<file path="src/rtl/hilo_div_unit.sv">
// Iterative 32-bit HI/LO divider (DIV/DIVU): radix-2 restoring core with sign fix-up.
// Optional macro HILO_DIV_ABORT_EN adds an Abort input that cancels a divide in flight.
module hilo_div_unit #(
    parameter int WIDTH = 32
) (
    input  logic             Clk,
    input  logic             Reset,
    input  logic             Start,
    input  logic             Signed,
    input  logic [WIDTH-1:0] A,
    input  logic [WIDTH-1:0] B,
`ifdef HILO_DIV_ABORT_EN
    input  logic             Abort,
`endif
    output logic             Busy,
    output logic             Done,
    output logic [WIDTH-1:0] Hi,
    output logic [WIDTH-1:0] Lo,
    output logic             DivByZero
);

    localparam int CNT_W = $clog2(WIDTH) + 1;

    typedef enum logic [1:0] {
        IDLE = 2'd0,
        CALC = 2'd1,
        FIX  = 2'd2,
        DONE = 2'd3
    } state_e;

    state_e             state_q, state_d;
    logic [CNT_W-1:0]   cnt_q, cnt_d;
    logic [WIDTH-1:0]   rem_q, rem_d;
    logic [WIDTH-1:0]   quo_q, quo_d;
    logic [WIDTH-1:0]   div_q, div_d;
    logic               q_neg_q, q_neg_d;
    logic               r_neg_q, r_neg_d;
    logic               dbz_pend_q, dbz_pend_d;
    logic [WIDTH-1:0]   hi_q, hi_d;
    logic [WIDTH-1:0]   lo_q, lo_d;
    logic               dbz_q, dbz_d;
    logic               busy_q, busy_d;
    logic               done_q, done_d;

    logic               abort_w;
    logic               accept;
    logic [WIDTH-1:0]   a_mag;
    logic [WIDTH-1:0]   b_mag;
    logic [WIDTH:0]     partial;
    logic [WIDTH:0]     diff;

`ifdef HILO_DIV_ABORT_EN
    assign abort_w = Abort;
`else
    assign abort_w = 1'b0;
`endif

    always_comb begin
        // NOTE: every variable gets a default first so no path leaves it unassigned (no latch).
        state_d    = state_q;
        cnt_d      = cnt_q;
        rem_d      = rem_q;
        quo_d      = quo_q;
        div_d      = div_q;
        q_neg_d    = q_neg_q;
        r_neg_d    = r_neg_q;
        dbz_pend_d = dbz_pend_q;
        hi_d       = hi_q;
        lo_d       = lo_q;
        dbz_d      = dbz_q;

        accept  = Start && ((state_q == IDLE) || (state_q == DONE));
        a_mag   = (Signed && A[WIDTH-1]) ? (~A + WIDTH'(1)) : A;
        b_mag   = (Signed && B[WIDTH-1]) ? (~B + WIDTH'(1)) : B;
        partial = {rem_q, quo_q[WIDTH-1]};
        diff    = partial - {1'b0, div_q};

        unique case (state_q)
            IDLE, DONE: begin
                if (accept) begin
                    cnt_d = '0;
                    if (B == '0) begin
                        // Zero divisor skips the iterations; FIX then passes these through.
                        rem_d      = A;
                        quo_d      = '1;
                        div_d      = '0;
                        q_neg_d    = 1'b0;
                        r_neg_d    = 1'b0;
                        dbz_pend_d = 1'b1;
                        state_d    = FIX;
                    end else begin
                        rem_d      = '0;
                        quo_d      = a_mag;
                        div_d      = b_mag;
                        q_neg_d    = Signed & (A[WIDTH-1] ^ B[WIDTH-1]);
                        r_neg_d    = Signed & A[WIDTH-1];
                        dbz_pend_d = 1'b0;
                        dbz_d      = 1'b0;
                        state_d    = CALC;
                    end
                end else if (state_q == DONE) begin
                    state_d = IDLE;
                end
            end
            CALC: begin
                if (abort_w) begin
                    state_d = IDLE;
                end else if (cnt_q == CNT_W'(WIDTH)) begin
                    // All WIDTH steps are in; this last CALC cycle only hands over to FIX.
                    state_d = FIX;
                end else begin
                    rem_d = diff[WIDTH] ? partial[WIDTH-1:0] : diff[WIDTH-1:0];
                    quo_d = {quo_q[WIDTH-2:0], ~diff[WIDTH]};
                    cnt_d = cnt_q + CNT_W'(1);
                end
            end
            FIX: begin
                if (abort_w) begin
                    state_d = IDLE;
                end else begin
                    lo_d    = q_neg_q ? (~quo_q + WIDTH'(1)) : quo_q;
                    hi_d    = r_neg_q ? (~rem_q + WIDTH'(1)) : rem_q;
                    dbz_d   = dbz_pend_q;
                    state_d = DONE;
                end
            end
            default: state_d = IDLE;
        endcase

        busy_d = (state_d == CALC) || (state_d == FIX);
        done_d = (state_d == DONE);
    end

    always_ff @(posedge Clk or negedge Reset) begin
        if (!Reset) begin
            state_q    <= IDLE;
            cnt_q      <= '0;
            rem_q      <= '0;
            quo_q      <= '0;
            div_q      <= '0;
            q_neg_q    <= 1'b0;
            r_neg_q    <= 1'b0;
            dbz_pend_q <= 1'b0;
            hi_q       <= '0;
            lo_q       <= '0;
            dbz_q      <= 1'b0;
            busy_q     <= 1'b0;
            done_q     <= 1'b0;
        end else begin
            // NOTE: non-blocking so every flop samples the pre-edge value of every other flop.
            state_q    <= state_d;
            cnt_q      <= cnt_d;
            rem_q      <= rem_d;
            quo_q      <= quo_d;
            div_q      <= div_d;
            q_neg_q    <= q_neg_d;
            r_neg_q    <= r_neg_d;
            dbz_pend_q <= dbz_pend_d;
            hi_q       <= hi_d;
            lo_q       <= lo_d;
            dbz_q      <= dbz_d;
            busy_q     <= busy_d;
            done_q     <= done_d;
        end
    end

    assign Busy      = busy_q;
    assign Done      = done_q;
    assign Hi        = hi_q;
    assign Lo        = lo_q;
    assign DivByZero = dbz_q;

endmodule

</file>
<file path="config.mk">
export PLATFORM = sky130hd
export DESIGN_NAME = hilo_div_unit
export DESIGN_NICKNAME = d
export VERILOG_FILES = /design/src/rtl/hilo_div_unit.sv
export SDC_FILE = /design/constraint.sdc
export NUM_CORES = 1
export LEC_CHECK = 0
export BUFFER_PORTS_ARGS = -buffer_cell sky130_fd_sc_hd__buf_2
export CAP_MARGIN = 20
export CORE_MARGIN = 1.5
export CORE_UTILIZATION = 60
export DETAILED_ROUTE_END_ITERATION = 8
export GPL_TIMING_DRIVEN = 0
export HOLD_SLACK_MARGIN = 0.08
export PLACE_DENSITY = 0.87
export SLEW_MARGIN = 25
export SYNTH_ARGS = -nofsm -noshare
export SYNTH_HDL_FRONTEND = slang
export SYNTH_SLANG_ARGS = --single-unit
export TNS_END_PERCENT = 50
</file>
<file path="constraint.sdc">
create_clock -name Clk -period 3.55 [get_ports Clk]
set_clock_uncertainty 0.05 [all_clocks]
set_input_delay 0.71 -clock Clk [delete_from_list [all_inputs] [get_ports Clk]]
set_output_delay 0.71 -clock Clk [all_outputs]
set_load 0.02 [all_outputs]
</file>
==> results of run 1 <==
flip-flops by register name, summed over array words and instances, names as in the netlist:
signal	cells
div_q	32
Done	1
rem_q	32
Busy	1
cnt_q	6
DivByZero	1
state_q	2
quo_q	32
q_neg_q	1
r_neg_q	1
Lo	32
Hi	32
dbz_pend_q	1
worst max path at each step:
stage              start        end  slack (ns)  depth (start not counted)
2_1_floorplan       B[0]  rem_q[13]        0.18                         14
3_5_place_dp        B[0]  quo_q[26]       -0.65                         12
6_report       quo_q[31]   rem_q[8]        0.12                         15
4_1_cts        quo_q[31]   rem_q[8]       0.006                         15
3_3_place_gp       Reset  div_q[30]       -0.85                          1
5_1_grt             B[7]  quo_q[26]       -0.01                         10
critical path, delay by kind of cell, from the launching register on:
kind	cells	cell delay, ns
AO/OA/AOI/OAI	6	1.19
adder cells (fa/ha/maj)	2	0.71
buffers and inverters	4	0.67
flip-flops	1	0.34
AND/OR/NAND/NOR	3	0.33
metal layers:
layer | vias to the layer above | wire length, um | GRT usage
met3 | 104 | 2550 | 0.0520
met2 | 531 | 15400 | 0.543
met1 | 5014 | 13000 | 0.413
met5 | - | 0 | 0
li1 | 5122 | - | -
met4 | 0 | 1340 | 0.172
power by group:
part / internal, mW / switching [mW]
Combinational: 2.54 / 4.44
Sequential: 2.86 / 0.737
Clock: 1.06 / 0.828
cells by family after synthesis:
logic type      after synthesis  synth area share
fa+ha+maj                    42            0.0467
buf+inv                     127            0.0430
xor+xnor                    150             0.115
flops                       174             0.381
compound gates              453             0.236
simple gates                384             0.164
mux                          15            0.0135
cells in the mapped netlist (8+ instances only):
library cell,n
a21o_1,17
nand2b_1,14
a22oi_1,22
nor4_1,8
nand2_1,114
or3_1,14
and2_1,8
nor3_1,20
nor2_1,122
a21oi_1,168
or4_1,12
nor2b_1,8
clkbuf_1,63
ha_1,41
xnor2_1,57
nand3_1,10
nand3b_1,13
o31ai_1,29
o41ai_1,13
inv_1,51
mux2i_1,12
dfrtp_1,174
nand4_1,9
a222oi_1,9
xor2_1,93
buf_1,9
a31oi_1,10
o21ai_0,141
stage by stage:
stage	instances	instance area [um^2]
2_1_floorplan	1345	11400
3_3_place_gp	1713	12400
3_5_place_dp	1715	12400
4_1_cts	1748	13100
5_1_grt	1748	13100
6_report	1748	13100
cell usage in the layout, fill, tap and decap left out, types with 6 or more instances in the layout:
cell         n
nor4_1       8
a31oi_1     10
a21oi_1    167
buf_1        6
nor2_1     122
xor2_1      93
or4_1       12
xnor2_1     57
or3_1       13
nor2b_1      7
o21a_1       6
nor3_1      20
clkbuf_16   17
a222oi_1     9
and2_1       8
a22oi_1     22
clkbuf_1    60
nand3_1     10
mux2i_1     12
nand2_1    114
inv_1       51
or2_2        7
a21o_1      17
nand4_1      9
o21ai_0    140
ha_1        41
nand3b_1    13
o41ai_1     13
dfrtp_1    174
buf_2      135
nand2b_1    14
o31ai_1     29
area by class of cell:
class	count	share of cell area
diodes	1	0.000190
plain buffers	73	0.0234
clock buffers	19	0.0337
clock inverters	13	0.0106
inverters	51	0.0146
multi-input cells	1044	0.507
flip-flops and latches	174	0.331
well taps	234	0.0223
repair buffers	139	0.0577
what timing repair did:
action                     4_1_cts  5_1_grt
cloned                           0        0
pin swaps                        3        3
buffers inserted                 3        0
resized for setup               14       14
setup endpoints to repair       55       63
==> run metrics, run 1 <==
area of the multi-input gates 6660 um^2; clk sinks 174; detailed placer's ending HPWL 24300 um; Port Buffers 134; Yosys top cell area share 0.381; register area 4350 um^2; worst rel slew slack 0.358; CP Class reg -> reg; EDFF count, synth 0; largest net degree at the start of global routing 73; height of the die 141 um; Final period util 0.965; WHS 0.0927 ns; pre-CTS setup slack -0.654 ns; unrepaired setup endpoints after global routing true; Overflow after GRT 0; I/O Pins 135; Slew @ Worst Pin 0.955 ns; initial antenna violation count 1; Synth Register Bits 174; Placer Congestion 0.907; count of cell types in the netlist 67; initial drt markers 936; Die Area 19900 um^2; critical path data arrival time 3.67 ns; R2R depth 15; Synth async-reset ratio 1.00; Critical Path RT 3.80 ns; CTS tree yes; Yosys warning total 0; initial core utilization 0.610; Core Region 18700 um^2; DRC 0; kind of end point of the critical path register; Synth area leaders dfrtp_1 (38%), a21oi_1 (7.4%), xor2_1 (7.1%); slowest CP cell fa_1; r2r endpoint rem_q[8]; critical path, cell by cell inv_1 > ha_1 > fa_1 > nand2b_1 > a21oi_4 > o2111ai_4 > a211oi_2 > buf_4 > nor2_1 > o221ai_2 > buf_6 > clkbuf_4 > nor2_1 > a21oi_1 > o21ai_0; Fin Setup TNS 0 ns; Post-Route Utilization 0.703; final max-slew violation count 0; width of the die 141 um; Hold Crit Class in -> async; Avg Inst Size Synth 8.49 um^2; final wirelength 32300 um; Final Power 12.5 mW; Cell Area, Synth 11400 um^2; sequential area share after synthesis 0.381; dominant cell type by count on the critical path nor2_1; Final Hold Viols 0; TritonRoute pass-1 iters 7; CTS Buf Count 17; clk root buf clkbuf_16; fraction of final layout cells with drive strength greater than 1 0.139; syn nets 1455; post-route worst setup slack 0.123 ns; first-pass GRT wire length 51200 um; Crit Reg-Reg Startpoint quo_q[31]; number of hold buffers added after cts 0; clk buf depth 2; Nets 1610; max incr delay on CP 0.44 ns; outcome finished, final reports clean; drt via density 6.16; filler instances 1464; Critical Path Start Type register; fmax 292 MHz; clock slew at reported path FFs 0.07 ns; Primary FF master, synth dfrtp_1; vias in the first global route 10.4k; Worst VDD drop 437 uV; WL per Instance 18.5 um; DRT antenna net count 0; Post-Synthesis Cells 1345; reg2reg setup slack 0.12 ns; critical path peak fanout 10; H-tree depth 4; Synth area leader dfrtp_1; worst skew pair latency 0.44 ns; GRT Total Usage 0.327; Final setup viols 0; row count 50; Period minus WS final 3.43 ns; Max-Cap Viols 0; LEAKAGE 5.82 nW; pwr dens 948 nW/um^2; via count 10.8k; Synth-to-Final Area Change 15.2%
Power figures use the tool's default switching activity.
==> run 2: changes to the inputs <==
--- a/config.mk
+++ b/config.mk
@@ -12,7 +12,8 @@
 export DETAILED_ROUTE_END_ITERATION = 8
 export GPL_TIMING_DRIVEN = 0
 export HOLD_SLACK_MARGIN = 0.08
-export PLACE_DENSITY = 0.87
+export MAX_ROUTING_LAYER = met4
+export PLACE_DENSITY = 0.78
 export SLEW_MARGIN = 25
 export SYNTH_ARGS = -nofsm -noshare
 export SYNTH_HDL_FRONTEND = slang
==> run 2 against run 1 <==
Clock-buffer cell count grew 1. Design area rose by 0.11%. Wire length fell by 3.2%. Hold slack better by 0.091 ns. Global-route usage rose by 0.52 points. Cell count grew 0.17%. Sequential share of layout area about the same. Critical path type unchanged.
==> run metrics, run 2 (synthesized netlist as in run 1, its figures left out) <==
GRT Total Usage 0.332; critical path data arrival time 3.65 ns; vias in the first global route 10.2k; Core Region 18700 um^2; Final period util 0.958; I/O Pins 135; worst rel slew slack 0.344; Buf/Inv on CP 2; WHS 0.184 ns; Hold Crit Class in -> async; initial core utilization 0.610; final wirelength 31300 um; kind of end point of the critical path register; max incr delay on CP 0.43 ns; most common cell after layout, fill and taps aside dfrtp_1; most frequent cells in the layout dfrtp_1 (172), a21oi_1 (167), o21ai_0 (140); Port Buffers 134; Period minus WS final 3.40 ns; outcome finished, final reports clean; fmax 294 MHz; critical path, cell by cell inv_2 > ha_2 > fa_1 > nand2b_1 > a21oi_2 > o2111ai_2 > a211oi_2 > o31a_1 > o221ai_2 > nor2b_1 > clkbuf_4 > a222oi_1 > o21ai_0; largest net degree at the start of global routing 96; Fin Setup TNS 0 ns; final max-slew violation count 0; TritonRoute pass-1 iters 5; detailed placer's ending HPWL 23700 um; height of the die 141 um; Placer Congestion 0.913; clk buf depth 2; row count 50; Critical Path RT 3.80 ns; clk sinks 174; CTS Buf Count 17; Critical Path Start Type register; clk root buf clkbuf_16; DRC 0; Nets 1613; initial drt markers 804; first-pass GRT wire length 50400 um; Final Hold Viols 0; clock slew at reported path FFs 0.07 ns; Final setup viols 0; Synth-to-Final Area Change 15.3%; filler instances 1538; Overflow after GRT 0; width of the die 141 um; crit-path leading delay family compound AO/OA/AOI/OAI gates; H-tree depth 4; Die Area 19900 um^2; CTS tree yes; LEAKAGE 5.83 nW; DRT antenna net count 0; drt via density 6.03; CP Class reg -> reg; Max-Cap Viols 0; fraction of final layout cells with drive strength greater than 1 0.144; Final Power 12.3 mW; slowest CP cell fa_1; worst skew pair latency 0.43 ns; unrepaired setup endpoints after global routing false; initial antenna violation count 1; via count 10.6k; pwr dens 937 nW/um^2; Slew @ Worst Pin 0.977 ns; critical path peak fanout 10; WL per Instance 17.8 um; Worst VDD drop 463 uV
-- run 2: cell type report --
| type | instances | area [um^2] | share of cell area |
|---|---|---|---|
| Tap cell | 234 | 293 | 0.0222 |
| Multi-Input combinational cell | 1044 | 6640 | 0.504 |
| Antenna cell | 1 | 2.50 | 0.000190 |
| Timing Repair Buffer | 142 | 773 | 0.0587 |
| Buffer | 73 | 308 | 0.0234 |
| Clock inverter | 12 | 136 | 0.0104 |
| Clock buffer | 20 | 467 | 0.0355 |
| Sequential cell | 174 | 4360 | 0.331 |
| Inverter | 51 | 191 | 0.0145 |
-- run 2: power by group --
group	internal, mW	switching, mW
registers	2.86	0.731
clock network	1.10	0.810
logic	2.54	4.30
-- run 2: worst reg2reg max path, cell delays in order (launching register included) --
cell       delay, ns
dfrtp_1         0.35
inv_2           0.10
ha_2            0.22
fa_1            0.43
nand2b_1        0.21
a21oi_2         0.21
o2111ai_2       0.22
a211oi_2        0.34
o31a_1          0.19
o221ai_2        0.12
nor2b_1         0.15
clkbuf_4        0.19
a222oi_1        0.33
o21ai_0         0.16
-- run 2: per-layer routing --
metal | part of all wire | GRT usage
met2 | 0.48 | 0.551
met1 | 0.42 | 0.401
met3 | 0.066 | 0.0571
met4 | 0.037 | 0.142
met5 | 0 | -
-- run 2: timing repair --
| action | in CTS | in global routing |
|---|---|---|
| pin swaps | 5 | 5 |
| hold buffers | 0 | 0 |
| setup endpoints to repair | 55 | 64 |
| gates cloned | 0 | 0 |
| gates resized for setup | 16 | 12 |
| buffers inserted | 3 | 4 |
-- run 2: path summary, 6_finish.rpt --
path / start / end / slack [ns] / cells past startpoint
max in group asynchronous: Reset / rem_q[24] / 2.36 / 2
setup / recovery: quo_q[31] / rem_q[27] / 0.15 / 13
hold / removal: Reset / Hi[0] / 0.18 / 1
setup reg to reg: quo_q[31] / rem_q[27] / 0.15 / 13
hold reg to reg: div_q[6] / div_q[6] / 0.43 / 2
min in group Clk: div_q[6] / div_q[6] / 0.43 / 2
-- run 2: stage by stage --
stage / setup slack, ns / utilization / cells / area (um^2)
3_5_place_dp: -0.672 / 0.664 / 1714 / 12400
5_1_grt: 0.00162 / 0.704 / 1751 / 13200
6_report: 0.149 / 0.704 / 1751 / 13200
3_3_place_gp: -0.883 / 0.662 / 1713 / 12400
2_1_floorplan: 0.182 / - / 1345 / 11400
4_1_cts: 0.00690 / 0.700 / 1747 / 13100
